--- src/rtl/mux_scan_capture.sv ---
// Channel mux with per-channel inversion into a holdable capture register,
// plus an autonomous scan that presents every channel on a valid/ready port.
module mux_scan_capture #(
  parameter int  WIDTH    = 8,
  parameter int  CHANNELS = 4,
  localparam int SELW     = (CHANNELS > 1) ? $clog2(CHANNELS) : 1
) (
  input  logic                       clk,
  input  logic                       rst,
  input  logic [CHANNELS*WIDTH-1:0]  ch_data,
  input  logic [CHANNELS-1:0]        inv_mask,
  input  logic [SELW-1:0]            sel,
  input  logic                       mode,
  input  logic                       hold,
  input  logic                       start,
  input  logic                       abort,
  output logic [WIDTH-1:0]           out_data,
  output logic [SELW-1:0]            out_chan,
  output logic                       out_valid,
  input  logic                       out_ready,
  output logic                       busy,
  output logic                       done,
  output logic [1:0]                 dbg_state
);

  typedef enum logic [1:0] {S_IDLE, S_SAMPLE, S_PRESENT, S_DONE} state_t;

  localparam logic [SELW-1:0] LAST = SELW'(CHANNELS - 1);

  // Handshake: a beat transfers on a rising edge where out_valid & out_ready
  // are both high and abort is low; out_data/out_chan never change while
  // out_valid is high and no transfer or abort has happened.

  state_t            state_q, state_d;
  logic [SELW-1:0]   idx_q, idx_d;
  logic [SELW-1:0]   chan_q, chan_d;
  logic [WIDTH-1:0]  data_q, data_d;
  logic              valid_q, valid_d;
  logic [SELW-1:0]   mux_idx;
  logic [WIDTH-1:0]  mux_word;
  logic              hs;
  logic              scan_go;

  assign hs      = valid_q & out_ready;
  assign scan_go = start & mode;
  assign mux_idx = (state_q == S_IDLE) ? sel : idx_q;

  // Out-of-range indices select an all-zero word.
  always_comb begin
    mux_word = '0;
    for (int c = 0; c < CHANNELS; c++) begin
      if (mux_idx == SELW'(c)) begin
        mux_word = ch_data[c*WIDTH +: WIDTH] ^ {WIDTH{inv_mask[c]}};
      end
    end
  end

  always_ff @(posedge clk or posedge rst) begin
    if (rst) begin
      state_q <= S_IDLE;
    end else begin
      state_q <= state_d;
    end
  end

  always_comb begin
    state_d = state_q;
    case (state_q)
      S_IDLE:    if (scan_go) state_d = S_SAMPLE;
      S_SAMPLE: begin
        if (abort)      state_d = S_IDLE;
        else if (!hold) state_d = S_PRESENT;
      end
      S_PRESENT: begin
        if (abort)   state_d = S_IDLE;
        else if (hs) state_d = (idx_q == LAST) ? S_DONE : S_SAMPLE;
      end
      S_DONE:    state_d = S_IDLE;
      default:   state_d = S_IDLE;
    endcase
  end

  always_comb begin
    busy      = (state_q == S_SAMPLE) || (state_q == S_PRESENT);
    done      = (state_q == S_DONE);
    dbg_state = state_q;
  end

  always_comb begin
    idx_d   = idx_q;
    data_d  = data_q;
    chan_d  = chan_q;
    valid_d = valid_q;
    case (state_q)
      S_IDLE: begin
        if (scan_go) begin
          idx_d = '0;
        end else if (!hold) begin
          data_d = mux_word;
          chan_d = sel;
        end
      end
      S_SAMPLE: begin
        if (abort) begin
          idx_d = '0;
        end else if (!hold) begin
          data_d  = mux_word;
          chan_d  = idx_q;
          valid_d = 1'b1;
        end
      end
      S_PRESENT: begin
        if (abort) begin
          valid_d = 1'b0;
          idx_d   = '0;
        end else if (hs) begin
          valid_d = 1'b0;
          if (idx_q != LAST) idx_d = idx_q + 1'b1;
        end
      end
      S_DONE:  idx_d = '0;
      default: idx_d = '0;
    endcase
  end

  always_ff @(posedge clk or posedge rst) begin
    if (rst) begin
      idx_q   <= '0;
      data_q  <= '0;
      chan_q  <= '0;
      valid_q <= 1'b0;
    end else begin
      idx_q   <= idx_d;
      data_q  <= data_d;
      chan_q  <= chan_d;
      valid_q <= valid_d;
    end
  end

  assign out_data  = data_q;
  assign out_chan  = chan_q;
  assign out_valid = valid_q;

endmodule

--- config.mk ---
export PLATFORM = sky130hd
export DESIGN_NAME = mux_scan_capture
export DESIGN_NICKNAME = d
export VERILOG_FILES = /design/src/rtl/mux_scan_capture.sv
export SDC_FILE = /design/constraint.sdc
export NUM_CORES = 1
export LEC_CHECK = 0
export CAP_MARGIN = 20
export CORE_AREA = 2 2 60 62
export CTS_CLUSTER_SIZE = 25
export DETAILED_ROUTE_END_ITERATION = 16
export DIE_AREA = 0 0 62 64
export DONT_BUFFER_PORTS = 1
export PLACE_DENSITY_LB_ADDON = 0.08
export SYNTH_ARGS = -nofsm -noshare
export SYNTH_HDL_FRONTEND = slang
export SYNTH_SLANG_ARGS = --single-unit
--- constraint.sdc ---
create_clock -name clk -period 4.1 [get_ports clk]
set_input_delay 0.41 -clock clk [delete_from_list [all_inputs] [get_ports clk]]
set_output_delay 0.41 -clock clk [all_outputs]
set_load 0.05 [all_outputs]
==> flow_summary.json, run 1 <==
{
  "status": "completed",
  "final_area_sq_mm": 0.001429,
  "die_h_um": 64,
  "grt_remaining_overflow": 0,
  "routed.top_layer": "met4",
  "r2r_end": "out_data[5]",
  "syn_inst": 134,
  "drt_iter0_drc": 22,
  "timing.fmax_ghz": 0.4146,
  "port_buffers": 0,
  "cts_resized": 0,
  "hold_viol_final": 0,
  "clk_latency_ns": 0.28,
  "final_common_cell": "xor2_1",
  "fin_skew_ns": 0.002657,
  "gr-usage-all-layers": 0.1508,
  "wl_per_cell_um": 16.59,
  "synth_largest_area_cell": "dfrtp_1",
  "grt_pass1_vias": 935,
  "diodes": 0,
  "yosys_warnings": 0,
  "cp_max_fo": 9,
  "finalCriticalPeriod_ns": 2.412,
  "yosysUniqueCellTypes": 27,
  "drv_slew": 0,
  "path_clk_slew_ns": 0.09,
  "postCtsHoldBufs": 0,
  "drive_gt1_frac": 0.1085,
  "final_cell_mix": "32 x xor2_1, 27 x mux2i_1, 15 x dfrtp_1, 9 x mux2_4, 8 x o21ai_0",
  "drv_cap": 0,
  "start_util": 0.4297,
  "routed-wl-met3_um": 299,
  "worstMarginPinSlew_ns": 0.5988,
  "crit_required_ns": 4.27,
  "nets": 181,
  "setup_ws_ns": 1.688,
  "die_w_um": 62,
  "yosysSeqAreaShare": 0.2660,
  "r2r_slack_ns": 1.69,
  "cts-htree-levels": 1,
  "syn2layout_area_growth_pct": 1.241,
  "finalCritPeriodShare": 0.5882,
  "viasPerCell": 5.303,
  "synth_top_area_frac": 0.2660,
  "cts_tree": "done",
  "vias": 928,
  "syn_area_sq_mm": 0.001411,
  "cp.arrival_ns": 2.58,
  "reg2reg_from": "dbg_state[1]",
  "cp-start-kind": "flip-flop",
  "worstHoldPathType": "in -> async",
  "syn_nets": 185,
  "avgSynthCellArea_sq_um": 10.53,
  "yosys-top-cells-area": "dfrtp_1 27%, xor2_1 20%, mux2i_1 19%",
  "cts_buffers": 3,
  "max-vdd-ir-drop_v": 0.0004284,
  "io_pins": 60,
  "p_total_mw": 1.121,
  "cts_buffer_depth": 2,
  "rows": 21,
  "cts_setup_buffers": 0,
  "gp_congestion": 0.7803,
  "fillers": 330,
  "r2r_cells": 6,
  "end_kind": "flip-flop",
  "grt_setup_unrepaired": "false",
  "clock_sinks": 15,
  "core_area_sq_mm": 0.003284,
  "cts-root-buf": "clkbuf_4",
  "grt_pass1_wl_mm": 4.457,
  "power.leakage_nw": 0.6396,
  "met1_length_mm": 1.224,
  "final_antenna_net_count": 0,
  "place_area_sq_mm": 0.001403,
  "grt_max_degree": 17,
  "place_ws_ns": 1.706,
  "place_hpwl_mm": 2.329,
  "critPathKind": "reg -> reg",
  "antenna_found_initial": 0,
  "power_density_mw_per_mm2": 784.2,
  "fp.dieArea_sq_mm": 0.003968,
  "fin_setup_tns_ns": 0,
  "wl_mm": 2.903,
  "slew_headroom": 0.6004,
  "setup_viol": 0,
  "dr_wl_met2_mm": 1.359,
  "synth.ff_latch_count": 15,
  "drtPass1Iterations": 3,
  "drc": 0
}
-- stage by stage --
step                  util  instances  hold WS (ns)
global route        0.4350        175        0.1079
finish              0.4350        175       0.07023
CTS                 0.4350        175       0.08300
global placement    0.4270        171        0.4061
floorplan                -        134        0.3115
detailed placement  0.4270        171        0.4006
-- cells in the mapped netlist --
library cell and number:
ha_1 6, nand3_1 1, buf_12 1, mux2_2 1, and3b_1 1, buf_6 1, a221oi_1 1, mux2_1 1
inv_1 4, buf_4 1, mux2_4 9, a21oi_1 3, a31oi_4 1, nor2_1 1, a22oi_1 1, nor3_1 1
clkbuf_2 3, mux2i_1 27, clkbuf_1 2, o21ai_0 8, dfrtp_1 15, nand2_1 7, o211ai_1 1, nor2b_1 2
o21ai_1 2, buf_2 1, xor2_1 32
-- logic make-up (layout without fill, tap and decap cells) --
family                     count (synthesis)  count (layout)  synth area share
muxes                                     38              38            0.3032
AOI/OAI and AO/OA                         17              17           0.07802
adders and majority gates                  6               6           0.05319
buffers and inverters                     13               8           0.05762
xor gates and xnor gates                  32              32            0.1986
DFF                                       15              15            0.2660
and+or+nand+nor                           13              13           0.04343
-- metal layers --
metal	vias to the layer above	GRT usage
li1	447	-
met1	443	0.1841
met2	36	0.2396
met3	2	0.04858
met4	0	0.05851
met5	-	0
-- sequential cells by signal (all words and copies together) (netlist names) --
| register | count |
|---|---|
| out_chan | 2 |
| out_data | 8 |
| out_valid | 1 |
| dbg_state | 2 |
| idx_q | 2 |
-- power by group --
part	switching [mW]	internal [mW]
logic	0.276	0.264
clock network	0.0478	0.0377
registers	0.283	0.211
total	0.608	0.513
-- worst max-delay path by stage --
stage,startpoint,end
detailed placement,dbg_state[1],out_data[3]
global placement,dbg_state[1],out_data[4]
global route,dbg_state[1],out_data[0]
finish,dbg_state[1],out_data[5]
CTS,dbg_state[1],out_data[3]
floorplan,dbg_state[0],out_data[6]
-- critical path, stage by stage (launching register included) --
cell	delay [ns]
dfrtp_1	0.68
inv_1	0.18
ha_1	0.35
a21oi_1	0.22
o21ai_1	0.13
a31oi_4	0.40
mux2_4	0.34
-- final cells by class --
cell class	instances	area (sq um)	share of cell area
clock buffers	4	26.28	0.01839
flip-flops and latches	15	375.4	0.2627
inverters	4	15.01	0.01051
multi-input cells	106	954.7	0.6681
well taps	46	57.56	0.04028
Power figures use the tool's default switching activity.
==> run 2, diff against run 1 <==
==> constraint.sdc (replaced) <==
create_clock -name clk -period 2.4 [get_ports clk]
set_input_delay 0.24 -clock clk [delete_from_list [all_inputs] [get_ports clk]]
set_output_delay 0.24 -clock clk [all_outputs]
set_load 0.05 [all_outputs]
==> run 2 against run 1 <==
  * Die area unchanged
  * Count of clock-buffer cells in the layout stayed put
  * Sequential share of layout area shrank 0.58 points
  * Combinational power up 90%
  * Worst hold slack improved by 0.089 ns
  * Critical path depth is 1 lower
  * Wire length fell by 2.5%
  * First-iteration DRC count is 41% higher
  * Cell area grew 2.3%
  * Worst setup slack worse by 1.3 ns
  * Clock skew down 0.0014 ns
  * Flip-flop and latch count unchanged
  * Critical endpoint is now out_data[6]
  * Highest routed layer unchanged
==> flow_summary.json, run 2 (same netlist as run 1, synthesis figures left out) <==
{
  "fin_cells": 179,
  "cp-start-kind": "flip-flop",
  "wl_mm": 2.830,
  "gr-usage-all-layers": 0.1505,
  "max-vdd-ir-drop_v": 0.0007492,
  "end_kind": "flip-flop",
  "grt_remaining_overflow": 0,
  "largest_reg_flops": 8,
  "intPower_mw": 0.9102,
  "finalCriticalPeriod_ns": 1.981,
  "die_h_um": 64,
  "nets": 185,
  "antenna_found_initial": 0,
  "grt_max_degree": 17,
  "io_pins": 60,
  "finalCritPeriodShare": 0.8254,
  "clk_latency_ns": 0.29,
  "cts-htree-levels": 1,
  "viasPerCell": 5.184,
  "die_w_um": 62,
  "switching_share": 0.5316,
  "cp.arrival_ns": 2.15,
  "cts_buffer_depth": 2,
  "whs_ns": 0.1597,
  "drv_slew": 0,
  "critPathKind": "reg -> reg",
  "place_ws_ns": 0.4398,
  "p_sw_mw": 1.033,
  "place_hpwl_mm": 2.352,
  "power.leakage_nw": 0.6590,
  "hold_viol_final": 0,
  "clock_sinks": 15,
  "diodes": 0,
  "worstMarginPinSlew_ns": 0.5595,
  "critical-path-slowest-cell": "mux2_1",
  "cp_cell_sequence": "inv_1, ha_1, mux2_1, mux2i_1, mux2_4",
  "final_antenna_net_count": 0,
  "fin_setup_tns_ns": 0,
  "fp.dieArea_sq_mm": 0.003968,
  "drt_iter0_drc": 31,
  "syn2layout_area_growth_pct": 3.546,
  "cp_max_fo": 8,
  "power_frac_comb": 0.532,
  "slew_headroom": 0.6266,
  "status": "completed",
  "timing.fmax_ghz": 0.5048,
  "cts-root-buf": "clkbuf_4",
  "power_density_mw_per_mm2": 1330,
  "setup_ws_ns": 0.4190,
  "pwr-share-clk": 0.073,
  "drc": 0,
  "worstHoldPathType": "in -> reg",
  "cts_tree": "done",
  "final_common_cell": "xor2_1",
  "fin_skew_ns": 0.001257,
  "cts_setup_buffers": 0,
  "place_inst": 174,
  "core_area_sq_mm": 0.003284,
  "start_util": 0.4297,
  "drive_gt1_frac": 0.1278,
  "grt_pass1_vias": 934,
  "vias": 928,
  "setup_viol": 0,
  "wl_per_cell_um": 15.81,
  "power_frac_seq": 0.395,
  "port_buffers": 0,
  "rows": 21,
  "gp_congestion": 0.8607,
  "crit_required_ns": 2.57,
  "drtPass1Iterations": 4,
  "path_clk_slew_ns": 0.08,
  "final_cell_mix": "32 x xor2_1, 27 x mux2i_1, 15 x dfrtp_1, 9 x mux2_4, 8 x o21ai_0",
  "cts_buffers": 3,
  "grt_setup_unrepaired": "false",
  "cts_resized": 0,
  "drv_cap": 0,
  "cpPeakStageDelay_ns": 0.56,
  "grt_pass1_wl_mm": 4.395
}
run 2: routing by layer:
layer / GRT usage / part of all wire
met1: 0.1757 / 0.40
met2: 0.2448 / 0.47
met3: 0.04858 / 0.11
met4: 0.06383 / 0.018
met5: 0 / 0
run 2: final timing paths:
kind                       slack, ns            to  cells after the start    startpoint
max reg2reg                     0.42   out_data[6]                      5  dbg_state[0]
min in group asynchronous       0.44  dbg_state[0]                      2           rst
min                             0.16     out_valid                      3     out_ready
min reg2reg                     0.57      idx_q[1]                      2      idx_q[1]
max in group asynchronous       1.59   out_data[4]                      2           rst
max                             0.42   out_data[6]                      5  dbg_state[0]
run 2: area by class of cell:
type	count	area, sq um
Fill cell	331	1823
Multi-Input combinational cell	106	954.7
Sequential cell	15	375.4
Tap cell	46	57.56
Timing Repair Buffer	4	32.53
Clock buffer	4	26.28
Inverter	4	15.01
run 2: power by group through the flow:
stage	Clock [mW]	Sequential, mW	Combinational, mW
floorplan	0	0.819	0.884
global placement	0	0.780	1.03
detailed placement	0	0.780	1.04
CTS	0.150	0.774	1.05
global route	0.160	0.785	1.14
finish	0.142	0.768	1.03
run 2: what timing repair did:
| action | in CTS | in global routing |
|---|---|---|
| hold endpoints to repair | 15 | 0 |
| hold buffers | 1 | 0 |
| endpoints found under the setup margin | 0 | 0 |
run 2: worst max-delay path, delay by kind of cell, from the launching register on:
| kind | cells | cell delay, ns |
|---|---|---|
| muxes | 3 | 1.03 |
| DFF | 1 | 0.39 |
| adders and majority gates | 1 | 0.34 |
| buffers and inverters | 1 | 0.12 |
run 2: per-stage QoR:
step	instance area, sq um	total power [mW]	utilization
6_report	1461	1.943	0.4450
5_1_grt	1461	2.084	0.4450
4_1_cts	1461	1.974	0.4450
3_5_place_dp	1425	1.822	0.4339
3_3_place_gp	1425	1.809	0.4339
2_1_floorplan	1411	1.703	-
==> run 3, diff against run 2 <==
==> constraint.sdc (replaced) <==
create_clock -name clk -period 2 [get_ports clk]
set_input_delay 0.2 -clock clk [delete_from_list [all_inputs] [get_ports clk]]
set_output_delay 0.2 -clock clk [all_outputs]
set_load 0.05 [all_outputs]
==> run 3 against run 2 <==
  * Die area stayed put
  * Largest cell class unchanged
  * Worst hold slack worse by 0.028 ns
  * Highest routed layer unchanged
  * Cell count is 1.7% higher
  * Non-clock buffer count is 3 higher
  * Critical path depth is 1 higher
==> flow_summary.json, run 3 (same netlist as run 1, synthesis figures left out) <==
{
  "wl_mm": 2.972,
  "finalCriticalPeriod_ns": 1.873,
  "vias": 979,
  "end_kind": "flip-flop",
  "drive_gt1_frac": 0.1912,
  "final_common_cell": "xor2_1",
  "cpPeakStageDelay_ns": 0.43,
  "clock_sinks": 15,
  "power_density_mw_per_mm2": 1629,
  "cp_cell_sequence": "inv_2, ha_2, mux2_4, mux2i_1, mux2i_1, mux2_4",
  "final_antenna_net_count": 0,
  "place_hpwl_mm": 2.385,
  "clk_latency_ns": 0.28,
  "worstHoldPathType": "in -> reg",
  "r2r_end": "out_data[5]",
  "grt_pass1_wl_mm": 4.485,
  "port_buffers": 0,
  "status": "completed",
  "reg2reg_from": "dbg_state[0]",
  "rows": 21,
  "cp_max_fo": 16,
  "start_util": 0.4297,
  "min_from": "sel[0]",
  "cp_top_family": "multiplexers",
  "cts_buffer_depth": 2,
  "critical-path-slowest-cell": "dfrtp_2",
  "finalCritPeriodShare": 0.9364,
  "max-vdd-ir-drop_v": 0.0008169,
  "viasPerCell": 5.379,
  "drt_iter0_drc": 19,
  "crit_required_ns": 2.17,
  "min_to": "out_chan[0]",
  "final_cell_mix": "32 x xor2_1, 27 x mux2i_1, 13 x dfrtp_1, 9 x mux2_4, 8 x o21ai_0",
  "place_inst": 176,
  "cts_tree": "done",
  "slew_headroom": 0.5953,
  "fp.dieArea_sq_mm": 0.003968,
  "gp_congestion": 0.7660,
  "core_area_sq_mm": 0.003284,
  "holdPathStages": 2,
  "fin_skew_ns": 0.003912,
  "path_clk_slew_ns": 0.09,
  "antenna_found_initial": 0,
  "drc": 0,
  "grt_pass1_vias": 990,
  "nets": 188,
  "power.leakage_nw": 0.6717,
  "cts_buffers": 3,
  "hold_viol_final": 0,
  "fin_setup_tns_ns": 0,
  "critPathKind": "reg -> reg",
  "grt_setup_unrepaired": "false",
  "cp.arrival_ns": 2.04,
  "io_pins": 60,
  "syn2layout_area_growth_pct": 6.383,
  "cts-root-buf": "clkbuf_4",
  "gr-usage-all-layers": 0.1516,
  "drv_slew": 0,
  "cts-htree-levels": 1,
  "setup_viol": 0,
  "grt_max_degree": 17,
  "drtPass1Iterations": 4,
  "fin_cells": 182,
  "critPathBufInv": 1,
  "timing.fmax_ghz": 0.5339,
  "largest_reg_flops": 8,
  "die_w_um": 62,
  "drv_cap": 0,
  "cp-start-kind": "flip-flop",
  "die_h_um": 64,
  "wl_per_cell_um": 16.33,
  "grt_remaining_overflow": 0,
  "diodes": 0,
  "worstMarginPinSlew_ns": 0.6064,
  "r2r_slack_ns": 0.13,
  "r2r_cells": 6
}
[run 3: cell count changes in the layout (fill, tap and decap cells not counted)]
| cell | delta |
|---|---|
| buf_4 | +2 |
| inv_1 | -2 |
| mux2_1 | -1 |
| dfrtp_2 | +2 |
| buf_12 | +1 |
| ha_2 | +1 |
| dfrtp_1 | -2 |
| ha_1 | -1 |
| inv_2 | +2 |
| mux2_2 | +1 |
[run 3: through the flow]
step	hold WS (ns)	instance area [sq um]	util	setup slack [ns]	power, mW
after global routing	0.1290	1501	0.4571	0.03903	2.597
final	0.1312	1501	0.4571	0.1271	2.446
after detailed placement	0.1959	1445	0.4400	0.08294	2.250
after global placement	0.1878	1445	0.4400	0.08086	2.237
after CTS	0.1257	1481	0.4510	0.06184	2.432
after floorplan	0.1013	1416	-	0.005099	2.063
[run 3: worst reg2reg max path, stage by stage (launching register included)]
cell and delay [ns]:
dfrtp_2 0.43, inv_2 0.09, ha_2 0.21, mux2_4 0.43
mux2i_1 0.25, mux2i_1 0.11, mux2_4 0.26
[run 3: report_power, final]
group | total (mW) | internal [mW] | switching (mW) | leakage, nW
sequential | 0.898 | 0.439 | 0.459 | 0.180
clock | 0.171 | 0.0773 | 0.0937 | 0.0150
combinational | 1.38 | 0.661 | 0.716 | 0.477
total | 2.45 | 1.18 | 1.27 | 0.672
[run 3: area by class of cell]
class / count / area, sq um
Inverter: 4 / 15.01
Clock buffer: 4 / 26.28
Sequential cell: 15 / 377.9
Multi-Input combinational cell: 106 / 957.2
Timing Repair Buffer: 7 / 67.56
Fill cell: 321 / 1783
Tap cell: 46 / 57.56
[run 3: per-layer routing]
metal | wire (um) | part of all wire | global-route usage
met4 | 34 | 0.011 | 0.05585
met1 | 1186 | 0.40 | 0.1866
met3 | 291 | 0.098 | 0.03239
met2 | 1459 | 0.49 | 0.2513
met5 | 0 | 0 | 0
[run 3: worst max-delay path by stage]
stage,start,to,slack (ns),depth (start not counted)
floorplan,dbg_state[1],out_data[0],0.005,7
global placement,dbg_state[0],out_data[0],0.08,5
detailed placement,dbg_state[0],out_data[7],0.08,5
CTS,dbg_state[0],out_data[7],0.06,5
global route,dbg_state[0],out_data[7],0.04,6
finish,dbg_state[0],out_data[5],0.13,6
[run 3: timing repair]
action / 4_1_cts / 5_1_grt
buffers inserted: 0 / 1
hold endpoints to repair: 15 / 0
hold buffers: 1 / 0
endpoints found under the setup margin: 0 / 4
gates resized for setup: 0 / 1
